[src/rtl/mem_arbiter.sv]
// -----------------------------------------------------------------------------
// mem_arbiter
//
// Sequencer and arbiter for the single shared memory port. Two requesters
// compete for it: instruction fetch (read-only) and data (load or store).
// Each granted access walks IDLE -> ISSUE -> [WAIT x MEM_LAT] -> DONE. A
// one-cycle ACK goes to the granted requester in DONE. This block is the only
// driver of the memory address and write strobe.
//
// Ports
//   CLK, RESET          clock; synchronous active-high reset
//   IF_REQ / IF_ADDR    fetch read request and address (held until IF_ACK)
//   IF_ACK / IF_RDATA   fetch completion pulse and read data
//   D_REQ / D_WE        data request; D_WE=1 store, 0 load (held until D_ACK)
//   D_ADDR / D_WDATA    data address and store data
//   D_ACK / D_RDATA     data completion pulse and load data
//   MEM_ADDR/MEM_WDATA  registered memory address and write data
//   MEM_WE              memory write strobe, high only in ISSUE of a store
//   MEM_RDATA           memory read data, valid MEM_LAT cycles after ISSUE
//   BUSY / STATE        not-IDLE flag and raw state code for debug
// -----------------------------------------------------------------------------
module mem_arbiter #(
  parameter int ADDR_W  = 32,
  parameter int DATA_W  = 32,
  parameter int MEM_LAT = 2
) (
  input  logic              CLK,
  input  logic              RESET,
  input  logic              IF_REQ,
  input  logic [ADDR_W-1:0] IF_ADDR,
  output logic              IF_ACK,
  output logic [DATA_W-1:0] IF_RDATA,
  input  logic              D_REQ,
  input  logic              D_WE,
  input  logic [ADDR_W-1:0] D_ADDR,
  input  logic [DATA_W-1:0] D_WDATA,
  output logic              D_ACK,
  output logic [DATA_W-1:0] D_RDATA,
  output logic [ADDR_W-1:0] MEM_ADDR,
  output logic              MEM_WE,
  output logic [DATA_W-1:0] MEM_WDATA,
  input  logic [DATA_W-1:0] MEM_RDATA,
  output logic              BUSY,
  output logic [1:0]        STATE
);

  // Wide enough to hold MEM_LAT itself (MEM_LAT >= 1).
  localparam int CNT_W = $clog2(MEM_LAT + 1);

  typedef enum logic [1:0] {
    ST_IDLE  = 2'd0,
    ST_ISSUE = 2'd1,
    ST_WAIT  = 2'd2,
    ST_DONE  = 2'd3
  } state_e;

  state_e            state_q, state_d;
  logic              last_data_q, last_data_d;  // 1: previous grant went to data
  logic              gnt_data_q, gnt_data_d;    // 1: current access belongs to data
  logic              we_q, we_d;                // current access is a store
  logic [ADDR_W-1:0] addr_q, addr_d;
  logic [DATA_W-1:0] wdata_q, wdata_d;
  logic [DATA_W-1:0] rdata_q, rdata_d;
  logic [CNT_W-1:0]  cnt_q, cnt_d;

  // Next-state and datapath logic.
  always_comb begin
    // NOTE: every signal gets a default before the case so that no path leaves
    // it unassigned; otherwise synthesis infers a latch to hold the old value.
    state_d     = state_q;
    last_data_d = last_data_q;
    gnt_data_d  = gnt_data_q;
    we_d        = we_q;
    addr_d      = addr_q;
    wdata_d     = wdata_q;
    rdata_d     = rdata_q;
    cnt_d       = cnt_q;

    unique case (state_q)
      ST_IDLE: begin
        if (IF_REQ || D_REQ) begin
          // Data wins when it is alone, or on a tie when fetch went last.
          gnt_data_d  = D_REQ && (!IF_REQ || !last_data_q);
          last_data_d = gnt_data_d;
          we_d        = gnt_data_d && D_WE;
          addr_d      = gnt_data_d ? D_ADDR : IF_ADDR;
          if (gnt_data_d) begin
            wdata_d = D_WDATA;
          end
          state_d = ST_ISSUE;
        end
      end

      ST_ISSUE: begin
        if (we_q) begin
          state_d = ST_DONE;
        end else begin
          cnt_d   = CNT_W'(MEM_LAT);
          state_d = ST_WAIT;
        end
      end

      ST_WAIT: begin
        // Counter reaches 1 in the MEM_LAT-th WAIT cycle, when MEM_RDATA is valid.
        if (cnt_q == CNT_W'(1)) begin
          rdata_d = MEM_RDATA;
          state_d = ST_DONE;
        end else begin
          cnt_d = cnt_q - CNT_W'(1);
        end
      end

      ST_DONE: begin
        state_d = ST_IDLE;
      end

      default: begin
        state_d = ST_IDLE;
      end
    endcase
  end

  // State register with synchronous reset. An in-flight access is simply
  // dropped on reset; returning to IDLE suppresses its ACK.
  always_ff @(posedge CLK) begin
    // NOTE: sequential state uses non-blocking assignments so every flop samples
    // the pre-edge values regardless of statement order.
    if (RESET) begin
      state_q     <= ST_IDLE;
      last_data_q <= 1'b0;
      gnt_data_q  <= 1'b0;
      we_q        <= 1'b0;
      addr_q      <= '0;
      wdata_q     <= '0;
      rdata_q     <= '0;
      cnt_q       <= '0;
    end else begin
      state_q     <= state_d;
      last_data_q <= last_data_d;
      gnt_data_q  <= gnt_data_d;
      we_q        <= we_d;
      addr_q      <= addr_d;
      wdata_q     <= wdata_d;
      rdata_q     <= rdata_d;
      cnt_q       <= cnt_d;
    end
  end

  // Outputs decode registered state only; no REQ input reaches an output
  // combinationally.
  assign MEM_ADDR  = addr_q;
  assign MEM_WDATA = wdata_q;
  assign MEM_WE    = (state_q == ST_ISSUE) && we_q;
  assign IF_ACK    = (state_q == ST_DONE) && !gnt_data_q;
  assign D_ACK     = (state_q == ST_DONE) && gnt_data_q;
  assign IF_RDATA  = rdata_q;
  assign D_RDATA   = rdata_q;
  assign BUSY      = (state_q != ST_IDLE);
  assign STATE     = state_q;

endmodule

[config.mk]
export PLATFORM = sky130hd
export DESIGN_NAME = mem_arbiter
export DESIGN_NICKNAME = d
export VERILOG_FILES = /design/src/rtl/mem_arbiter.sv
export SDC_FILE = /design/constraint.sdc
export NUM_CORES = 1
export LEC_CHECK = 0
export ABC_AREA = 1
export CAP_MARGIN = 10
export CORE_MARGIN = 4
export CORE_UTILIZATION = 38
export DETAILED_ROUTE_END_ITERATION = 8
export PLACE_DENSITY = 0.81
export SYNTH_ARGS = -nofsm -noshare
export SYNTH_HDL_FRONTEND = slang
export SYNTH_SLANG_ARGS = --single-unit
[constraint.sdc]
create_clock -name CLK -period 1.8 [get_ports CLK]
set_input_delay 0.36 -clock CLK [delete_from_list [all_inputs] [get_ports CLK]]
set_output_delay 0.36 -clock CLK [all_outputs]
set_load 0.05 [all_outputs]
======== Word-level counts from Yosys, hierarchy flattened ========
Cells that the tools add are included.
word-level totals
  register bits ........................... 102
  bits in latches ......................... 0
  memory bits (writable) .................. 0
  bits in read-only memories .............. 0
  bits of input ports ..................... 133
  output and inout bits ................... 134
  word-level logic and storage cells ...... 41
  memories kept ........................... 0
cells by class
  add/subtract/negate cells ............... 1
  multipliers ............................. 0
  div/mod/pow operators ................... 0
  magnitude comparators ................... 0
  equal/unequal tests ..................... 8
  shifts and indexed selects .............. 0
  mux-type cells .......................... 8
  bitwise logic cells ..................... 0
  reductions and logical operators ........ 17
operator list
  operator               count
  $mux W32               1
  $mux W2                4
  $ne A2 B2 Y1 const B   4
  $pmux W2 S4            1
  $reduce_and A2 Y1      3
  $reduce_and A3 Y1      2
  $logic_and A1 B1 Y1    5
  $eq A2 B1 Y1 const B   2
  $eq A2 B2 Y1 const B   2
  $pmux W2 S2            1
  $reduce_bool A2 Y1     2
  $logic_not A1 Y1       2
  $logic_not A2 Y1       1
  $logic_or A1 B1 Y1     2
  $sub A2 B1 Y2 const B  1
  $mux W1                1

======== Depth between registers and ports, before layout ========
Gate-level depths: netlist of run 1.
  depth after elaboration ................. 4
  depth in mapped cells ................... 9
  gate-level depth less buffers ........... 8

======== Least setup slack after synthesis of run 1 ========
OpenSTA, ideal clock, no wires.
  path type ............................... register -> register
  from .................................... register state_q[0] (netlist: STATE[0])
  to ...................................... register addr_q[13] (netlist: MEM_ADDR[13])
  library setup time ...................... 118 ps
  arrival ................................. 1882 ps
  required time ........................... 1682 ps
  slack ................................... -200 ps
  cell stages (with the launch flop) ...... 9
  path buffers ............................ 2
  period minus slack after synthesis ...... 2000 ps
  path through ............................ dfxtp_1 -> inv_1 -> ha_1 -> inv_2 -> nor2_2 -> buf_6 -> buf_6 -> o21ai_1 -> a21oi_2
on the way
  longest elaborated chain between the ends .. 2
ends and longest elaborated chain
  what                                line  text
  start: declaration                  57    state_e state_q, state_d;
  start signal: assignment            138   state_q <= state_d;
  $logic_not A2 Y1                    79    unique case (state_q)
  $reduce_and A2 Y1 (no source line)  n/a
  end signal: assignment              142   addr_q <= addr_d;
  end: declaration                    61    logic [ADDR_W-1:0] addr_q, addr_d;
Every way passes these cells.
A chain may end at the register's enable or synchronous reset.

======== Final worst setup path of run 1 ========
  from .................................... register state_q[1] (netlist: STATE[1])
  to ...................................... output port MEM_WE
on the way
  longest elaborated chain between the ends .. 2
ends and longest elaborated chain
  what                 line  text
  $eq A2 B1 Y1         153   assign MEM_WE = (state_q == ST_ISSUE) && we_q;
  $logic_and A1 B1 Y1  153
  end: declaration     40    output logic MEM_WE,
Every way passes these cells.

==> metrics, run 1 <==
diode count 0; clock share of power 20.1%; top cells by count, synth nand2_1, dfxtp_1, nor2_1, a21oi_1, inv_1; Tightest Pin Transition 0.3476 ns; dominant cell type by area after synthesis dfxtp_1; static leakage 3.303 nW; dpl hpwl 10290 µm; initial core utilization 39.05%; post-synthesis sequential area ratio approximately 45%; worst skew pair latency 0.34 ns; IO Pins between 200 and 300; Final Critical Period 1.684 ns; highest net fanout along the worst path 6; DRT Wirelength 13480 µm; # DRC 0; WL/cell 13.68 µm; Port Buf Inserts 266; share of the synthesized area in the top cell type between 40% and 50%; Clock Path Buffers 2; die width roughly 120 µm; # setup viols final 0; initial antenna violation count 0; Post-Syn Instances ~600; Die Y 116.8 µm; CP startpoint kind flip-flop; fraction of registers with async set/reset 0%; syn_nets about 760; worst hold-check path type flip-flop to flip-flop; maxcap violations 0; Pint approximately 5.7 mW; Setup Buffers After CTS 0; cts hold-fix bufs 0; clk_skew 0.01124 ns; DRT iter0 DRCs 279; DP Area 0.006818 mm²; Required @ worst endpoint 1.44 ns; Flop pwr share 30.1%; GPL Wtd Cong slightly below 0.8; Pre-antenna DRT Iters 4; largest net degree at the start of global routing between 40 and 50; vias per std cell 4.650; fin. max-slew vios 0; # H-tree levels 3; post-synthesis area per instance roughly 7.3 µm²; row count 39; Worst-path clk slew 0.07 ns; Ys Warns 0; Comb power frac between 40% and 50%; period utilization 93.57%; FF-to-FF path depth 7; sw frac 44.36%; run status finished clean; Critical Path AT around 1.3 ns; fin nets 979; first-pass GRT wire length a little under 20000 µm; P&R area growth vs syn 58.60%; synth top area cells dfxtp_1, nand2_1, a21oi_1, buf_4, nor2_1; number of global-route vias before repair slightly above 4000; hold depth 2; kind of critical path flip-flop to primary output; GRT overflow 0; clk sinks between 100 and 150; TritonCTS Buffers 9; Hold Slack between 0.4 and 0.5 ns; fillcell total 1042; Post-synth EDFFs 0; total power between 10 and 15 mW; overall routing resource usage 18.05%; die area about 0.014 mm²; FF+latch count, synth a little over 100; share of layout cells above drive strength 1 ~22%; Final Hold Fails 0; CP endpoint kind primary output; CTS tree done; Cell Pwr Density 1442 mW/mm²; Sw Pwr between 4 and 5 mW; Post-DRT Antenna Nets 0; Peak Freq 0.5937 GHz; ys flop type dfxtp_1; final core utilization between 60 and 70%; Slew HR 76.83%; Root Driver clkbuf_16; synth unique cells 21; post-route cell area 0.007132 mm²; Worst VDD drop 0.8344 mV; via count 4585; Core Region between 0.01 and 0.015 mm²; most frequent cell after synthesis nand2_1; Post-Syn Area between 0.004 and 0.005 mm²; setup_tns 0 ns; RSZ-0062 raised after global routing false
## final cells by class
cell class              instances  area [µm²]  share of cell area (%)
repair buffers                284        2600                   36.46
flip-flops and latches        102        2044                   28.67
multi-input cells             395        1817                   25.47
clock buffers                  11       242.7                   3.404
inverters                      48       180.2                   2.526
well taps                     143       178.9                   2.509
clock inverters                 3       68.82                  0.9649
## worst paths after layout
kind                            slack, ns                        end                      start
worst min register to register       0.46  MEM_WDATA[2]$_SDFFE_PP0P_  MEM_WDATA[2]$_SDFFE_PP0P_
worst min-delay path                 0.46  MEM_WDATA[2]$_SDFFE_PP0P_  MEM_WDATA[2]$_SDFFE_PP0P_
worst max register to register       0.32   MEM_ADDR[3]$_SDFFE_PP0P_      STATE[0]$_SDFFE_PP0P_
worst max-delay path                 0.12                     MEM_WE      STATE[1]$_SDFFE_PP0P_
## cells in the final DEF (no fill, tap or decap), drive strengths merged
cell type and instances:
a21oi 69, buf 152, bufinv 2, clkbuf 11, clkdlybuf4s50 132, dfxtp 102
ha 6, inv 49, nand2 146, nand3 36, nor2 72, nor3 1
o21ai 65
## what timing repair did
item / 4_1_cts / 5_1_grt
setup endpoints to repair: 0 / 1
endpoints found under the hold margin: 0 / 0
resized for setup: 0 / 1
## worst max-delay path, cell delays in order (launching register included)
cell and delay, ns:
dfxtp_2 0.39, inv_1 0.09, ha_1 0.21, nand2_1 0.09
inv_1 0.07, buf_12 0.14
## sequential cells by signal, summed over array words and instances, names as in the netlist
register / cells
D_RDATA: 32
we_q: 1
cnt_q: 2
gnt_data_q: 1
MEM_ADDR: 32
MEM_WDATA: 32
STATE: 2
## power groups by stage
stage                     registers, mW  clock network, mW  logic [mW]
after floorplan                    4.76                  0        1.94
after global placement             3.12                  0        5.11
after detailed placement           3.14                  0        5.16
after CTS                          3.10               2.12        5.16
after global routing               3.16               2.19        5.48
final                              3.09               2.07        5.13
## cells by family after synthesis
family	after synthesis	synth area share (%)
AND/OR/NAND/NOR	255	22.76
AO/OA/AOI/OAI	134	15.75
buffers and inverters	120	14.41
flip-flops	102	45.41
adder cells (fa/ha/maj)	6	1.669
## metal layers
layer | GRT usage, % | routed length, µm | up-vias | share of wire, %
met5 | 0 | 0 | - | 0
met4 | 6.498 | 246 | 0 | 1.8
met3 | 5.090 | 1305 | 16 | 9.7
met2 | 32.12 | 6688 | 185 | 50
met1 | 20.62 | 5244 | 2017 | 39
li1 | - | - | 2367 | -
## metrics by stage
step                std cells  worst slack (ns)
floorplan                 617           0.03359
global placement          972           0.08407
detailed placement        972           0.04678
CTS                       986           0.06055
global route              986          0.009844
finish                    986            0.1157
Power figures use the tool's default switching activity.
==> run 2, diff against run 1 <==
--- a/config.mk
+++ b/config.mk
@@ -7,10 +7,12 @@
 export LEC_CHECK = 0
 export ABC_AREA = 1
 export CAP_MARGIN = 10
+export CELL_PAD_IN_SITES_DETAIL_PLACEMENT = 0
+export CELL_PAD_IN_SITES_GLOBAL_PLACEMENT = 1
 export CORE_MARGIN = 4
-export CORE_UTILIZATION = 38
+export CORE_UTILIZATION = 27
 export DETAILED_ROUTE_END_ITERATION = 8
-export PLACE_DENSITY = 0.81
+export PLACE_DENSITY_LB_ADDON = 0.1
 export SYNTH_ARGS = -nofsm -noshare
 export SYNTH_HDL_FRONTEND = slang
 export SYNTH_SLANG_ARGS = --single-unit
==> constraint.sdc (replaced) <==
create_clock -name CLK -period 2.1 [get_ports CLK]
set_input_delay 0.42 -clock CLK [delete_from_list [all_inputs] [get_ports CLK]]
set_output_delay 0.42 -clock CLK [all_outputs]
set_load 0.05 [all_outputs]
==> metrics, run 2 (synthesis results as in run 1) <==
Final Critical Period 1.967 ns; setup_tns 0 ns (unchanged); worst hold-check path type flip-flop to flip-flop; first-pass GRT wire length 23390 µm (+19%); clock share of power 18.3% (-1.8 points); WP buf/inv 1 (-2); GRT overflow 0 (unchanged); dpl hpwl 11130 µm (+8.1%); worst-path cell chain clkdlybuf4s50_1; row count 46 (+18%); Setup Buffers After CTS 0 (unchanged); Non-Filler Instances 1056 (+7.1%); Worst-path clk slew 0.08 ns (about the same); vias per std cell 4.384 (-5.7%); slowest cell delay on critical path 0.85 ns (+0.46 ns); static leakage 3.004 nW (-9.1%); CTS tree done; cts hold-fix bufs 0 (unchanged); Comb power frac 51.6% (+1.8 points); Placed Cells incl. Taps 1040 (+7.0%); die area 0.01878 mm² (+38%); CP endpoint kind primary output; Sw Pwr 4.011 mW (-12%); sw frac 45.85% (+1.5 points); TritonCTS Buffers 9 (unchanged); IO Pins 267 (unchanged); DRT Wirelength 15200 µm (+13%); GPL Wtd Cong 0.8011 (+2.3%); Peak Freq slightly above 0.5 GHz; die width 137.1 µm (+17%); Required @ worst endpoint 1.68 ns (+0.24 ns); Die Y 137.1 µm (+17%); # DRC 0 (unchanged); initial antenna violation count 0 (unchanged); Final WS setup 0.1333 ns (+0.01759 ns); fin nets 974 (-0.51%); number of global-route vias before repair 4465 (+11%); Slew HR 31.32% (-46 points); Setup WS pre-CTS 0.2279 ns (+0.1811 ns); CP startpoint kind flip-flop; DRT iter0 DRCs 161 (-42%); clk sinks 102 (unchanged); WL/cell 14.40 µm (+5.3%); overall routing resource usage 15.77% (-2.3 points); maxcap violations 0 (unchanged); total power 8.748 mW (-15%); Port Buf Inserts 266 (unchanged); Core Region 0.01612 mm² (+40%); run status finished clean; Slowest-stage cell, CP clkdlybuf4s50_1; clk_skew 0.005223 ns (-0.006014 ns); Clock Path Buffers 2 (unchanged); RSZ-0062 raised after global routing false; P&R area growth vs syn 64.94%; Final Hold Fails 0 (unchanged); fin. max-slew vios 0 (unchanged); diode count 0 (unchanged); most frequent cells in the layout clkdlybuf4s50_1, nand2_1, dfxtp_1, nor2_1, a21oi_1; Critical Path AT 1.55 ns (+0.23 ns); Pre-antenna DRT Iters 5 (+1); final core utilization 46.02% (-16 points); share of layout cells above drive strength 1 6.310% (-16 points); via count 4629 (+0.96%); Largest delay share family, worst path buffers and inverters; # setup viols final 0 (unchanged); Root Driver clkbuf_16; highest net fanout along the worst path 3 (-3); worst skew pair latency 0.35 ns (about the same); # H-tree levels 3 (unchanged); kind of critical path flip-flop to primary output; initial core utilization 27.90% (-11 points); post-CTS resize count 0 (unchanged); Cell Pwr Density 1179 mW/mm² (-18%); Tightest Pin Transition 1.029 ns (+0.6814 ns); Pint 4.737 mW (-17%); Flop pwr share 30.1% (about the same); Worst VDD drop 0.4841 mV (-42%); period utilization a little over nine tenths; most common cell after layout, fill and taps aside clkdlybuf4s50_1; largest net degree at the start of global routing 68 (+58%); Post-DRT Antenna Nets 0 (unchanged)
-- run 2: cell count changes in the layout (fill, tap and decap cells not counted), moves of 2 or more --
cell | previous run | this run
buf_12 | 11 | 7
buf_4 | 141 | 12
bufinv_16 | 2 | 0
clkdlybuf4s50_1 | 132 | 260
clkinvlp_4 | 0 | 2
dfxtp_1 | 100 | 102
dfxtp_2 | 2 | 0
inv_6 | 1 | 3
-- run 2: worst register-to-register path, stage by stage (launching register included) --
cell and delay, ns:
dfxtp_1 0.36, inv_1 0.14, ha_1 0.20, nand2_1 0.07, inv_1 0.75, nor2_1 0.11
nor2_1 0.13
-- run 2: stage by stage --
step | cell area (µm²) | hold WS, ns
2_1_floorplan | 4497 | 0.4569
6_report | 7417 | 0.4667
3_5_place_dp | 7137 | 0.4547
5_1_grt | 7417 | 0.4820
4_1_cts | 7417 | 0.4670
3_3_place_gp | 7137 | 0.4504
-- run 2: layer usage --
layer	track usage (%)	wire, µm
met1	18.40	6178
met5	0	0
met2	26.59	7240
met3	5.662	1467
met4	5.654	316
-- run 2: worst paths after layout --
kind | slack [ns] | to | cells after the start | start
max | 0.13 | D_RDATA[12] | 1 | D_RDATA[12]$_SDFFE_PP0P_
max reg2reg | 0.29 | D_RDATA[13]$_SDFFE_PP0P_ | 6 | STATE[0]$_SDFFE_PP0P_
min | 0.47 | MEM_WDATA[23]$_SDFFE_PP0P_ | 2 | MEM_WDATA[23]$_SDFFE_PP0P_
min reg2reg | 0.47 | MEM_WDATA[23]$_SDFFE_PP0P_ | 2 | MEM_WDATA[23]$_SDFFE_PP0P_
-- run 2: power groups by stage --
| stage | Combinational, mW | Sequential (mW) | Clock, mW |
|---|---|---|---|
| final | 4.52 | 2.63 | 1.60 |
| after floorplan | 1.66 | 4.07 | 0 |
| after global placement | 4.52 | 2.66 | 0 |
| after CTS | 4.56 | 2.64 | 1.68 |
| after global routing | 4.83 | 2.69 | 1.77 |
| after detailed placement | 4.55 | 2.67 | 0 |
-- run 2: final cells by class --
| type | instances | area (µm²) |
|---|---|---|
| clock buffers | 9 | 225.2 |
| clock inverters | 7 | 55.05 |
| fillers | 1622 | 8698 |
| inverters | 48 | 180.2 |
| multi-input cells | 395 | 1812 |
| flip-flops and latches | 102 | 2042 |
| well taps | 216 | 270.3 |
| repair buffers | 279 | 2833 |
==> run 3, diff against run 2 <==
--- a/config.mk
+++ b/config.mk
@@ -13,6 +13,7 @@
 export CORE_UTILIZATION = 27
 export DETAILED_ROUTE_END_ITERATION = 8
 export PLACE_DENSITY_LB_ADDON = 0.1
+export SETUP_SLACK_MARGIN = 0.15
 export SYNTH_ARGS = -nofsm -noshare
 export SYNTH_HDL_FRONTEND = slang
 export SYNTH_SLANG_ARGS = --single-unit
==> metrics, run 3 (synthesis results as in run 1) <==
run status finished clean; Root Driver clkbuf_16; fin. max-slew vios 0 (unchanged); P&R area growth vs syn 66.83%; row count 46 (unchanged); WP depth 1 (unchanged); Final WS setup 0.1804 ns (+0.04704 ns); GRT overflow 0 (unchanged); Pint 4.745 mW (+0.18%); Non-Filler Instances 1055 (-0.095%); initial antenna violation count 0 (unchanged); # DRC 0 (unchanged); Critical Path AT 1.50 ns (-0.05 ns); IO Pins 267 (unchanged); Setup Buffers After CTS 0 (unchanged); Final Hold Fails 0 (unchanged); Worst VDD drop 0.6839 mV (+41%); number of global-route vias before repair 4492 (+0.60%); Clock Path Buffers 2 (unchanged); Pre-antenna DRT Iters 5 (unchanged); Slew HR 63.29% (+32 points); WP buf/inv 1 (unchanged); highest net fanout along the worst path 2 (-1); Core Region 0.01612 mm² (unchanged); Sw Pwr 3.940 mW (-1.8%); first-pass GRT wire length 22840 µm (-2.4%); Hold Path Sink MEM_WDATA[16]$_SDFFE_PP0P_; Port Buf Inserts 266 (unchanged); maxcap violations 0 (unchanged); die area 0.01878 mm² (unchanged); Tightest Pin Transition 0.5498 ns (-0.4792 ns); GPL Wtd Cong 0.8098 (+1.1%); total power 8.685 mW (-0.72%); DRT Wirelength 15190 µm (about the same); most common cell after layout, fill and taps aside clkdlybuf4s50_1; cts hold-fix bufs 0 (unchanged); vias per std cell 4.375 (-0.19%); FF-to-FF End D_RDATA[12]$_SDFFE_PP0P_; Comb power frac 50.4% (-1.2 points); FF-to-FF path depth 6 (unchanged); clock share of power 19.5% (+1.2 points); Largest delay share family, worst path buffers and inverters; hold depth 2 (unchanged); overall routing resource usage 15.51% (-0.26 points); fillcell total 1582 (-2.5%); Cell Pwr Density 1158 mW/mm² (-1.8%); dpl hpwl 11140 µm (+0.14%); clk sinks 102 (unchanged); worst-path cell chain clkdlybuf4s50_1; Final Critical Period 1.920 ns (-0.04704 ns); fin nets 973 (-0.10%); DP Area 0.007123 mm² (-0.19%); sw frac 45.36% (-0.49 points); die width 137.1 µm (unchanged); setup_tns 0 ns (unchanged); worst skew pair latency 0.34 ns (about the same); post-route cell area 0.007502 mm² (+1.1%); # setup viols final 0 (unchanged); most frequent cells in the layout clkdlybuf4s50_1, nand2_1, dfxtp_1, nor2_1, a21oi_1; via count 4616 (-0.28%); initial core utilization 27.90% (unchanged); Hold Slack 0.4611 ns (-0.005609 ns); Slowest-stage cell, CP clkdlybuf4s50_1; Die Y 137.1 µm (unchanged); WL/cell 14.40 µm (about the same); CP endpoint kind primary output; kind of critical path flip-flop to primary output; share of layout cells above drive strength 1 6.317% (+0.0075 points); Setup WS pre-CTS 0.1833 ns (-0.04460 ns); Post-DRT Antenna Nets 0 (unchanged); static leakage 4.234 nW (+41%); Placed Cells incl. Taps 1039 (-0.096%); RSZ-0062 raised after global routing false; Peak Freq 0.5209 GHz (+2.5%); CTS tree done; worst hold-check path type flip-flop to flip-flop; period utilization 91.41% (-2.2 points); largest net degree at the start of global routing 65 (-4.4%); Required @ worst endpoint 1.68 ns (about the same); FF-to-FF Start STATE[0]$_SDFFE_PP0P_; Flop pwr share 30.1% (about the same); Hold Path Origin MEM_WDATA[16]$_SDFFE_PP0P_; Worst-path clk slew 0.07 ns (about the same); slowest cell delay on critical path 0.82 ns (-0.03 ns); # H-tree levels 3 (unchanged); final core utilization 46.55% (+0.53 points); R2R Setup Slk 0.38 ns (+0.09 ns); CP startpoint kind flip-flop; TritonCTS Buffers 9 (unchanged); diode count 0 (unchanged); clk_skew 0.006708 ns (+0.001485 ns); DRT iter0 DRCs 164 (+1.9%)
==> run 3: cell count changes in the layout (fill, tap and decap cells not counted), moves of 2 or more <==
cell,previous run,this run
dlymetal6s2s_1,0,58
inv_6,3,1
clkdlybuf4s50_1,260,147
dlygate4sd2_1,0,56
==> run 3: worst max path at each step <==
| stage | to | start | slack (ns) |
|---|---|---|---|
| finish | MEM_ADDR[18] | MEM_ADDR[18]$_SDFFE_PP0P_ | 0.18 |
| CTS | MEM_WDATA[16] | MEM_WDATA[16]$_SDFFE_PP0P_ | 0.15 |
| global placement | MEM_ADDR[3]$_SDFFE_PP0P_ | D_REQ | 0.22 |
| global route | D_RDATA[18] | D_RDATA[18]$_SDFFE_PP0P_ | 0.15 |
| floorplan | MEM_ADDR[13]$_SDFFE_PP0P_ | STATE[1]$_SDFFE_PP0P_ | 0.15 |
| detailed placement | MEM_ADDR[13]$_SDFFE_PP0P_ | D_REQ | 0.18 |
==> run 3: what timing repair did <==
item	4_1_cts	5_1_grt
endpoints found under the setup margin	62	74
resized for setup	56	59
pin swaps	0	0
==> run 3: power by group through the flow <==
stage                     Combinational [mW]  Clock [mW]  Sequential (mW)
after floorplan                         1.66           0             4.08
after global placement                  4.51           0             2.66
after detailed placement                4.55           0             2.67
after CTS                               4.44        1.78             2.63
after global routing                    4.69        1.86             2.67
final                                   4.37        1.69             2.62
==> run 3: layout make-up <==
class	instances	area (µm²)	share of cell area, %
timing repair buffer	278	2890	38.53
sequential	102	2043	27.23
inverter	48	183.9	2.452
clock inverter	5	57.56	0.7672
multi-input combinational	395	1814	24.18
tap	216	270.3	3.602
clock buffer	11	242.7	3.235
==> run 3: per-layer routing <==
| metal | routed length, µm | global-route usage (%) | vias up |
|---|---|---|---|
| met4 | 303 | 5.820 | 0 |
| met3 | 1478 | 5.699 | 21 |
| met2 | 7551 | 26.68 | 172 |
| met1 | 5856 | 17.49 | 2069 |
| met5 | 0 | 0 | - |
| li1 | - | - | 2354 |
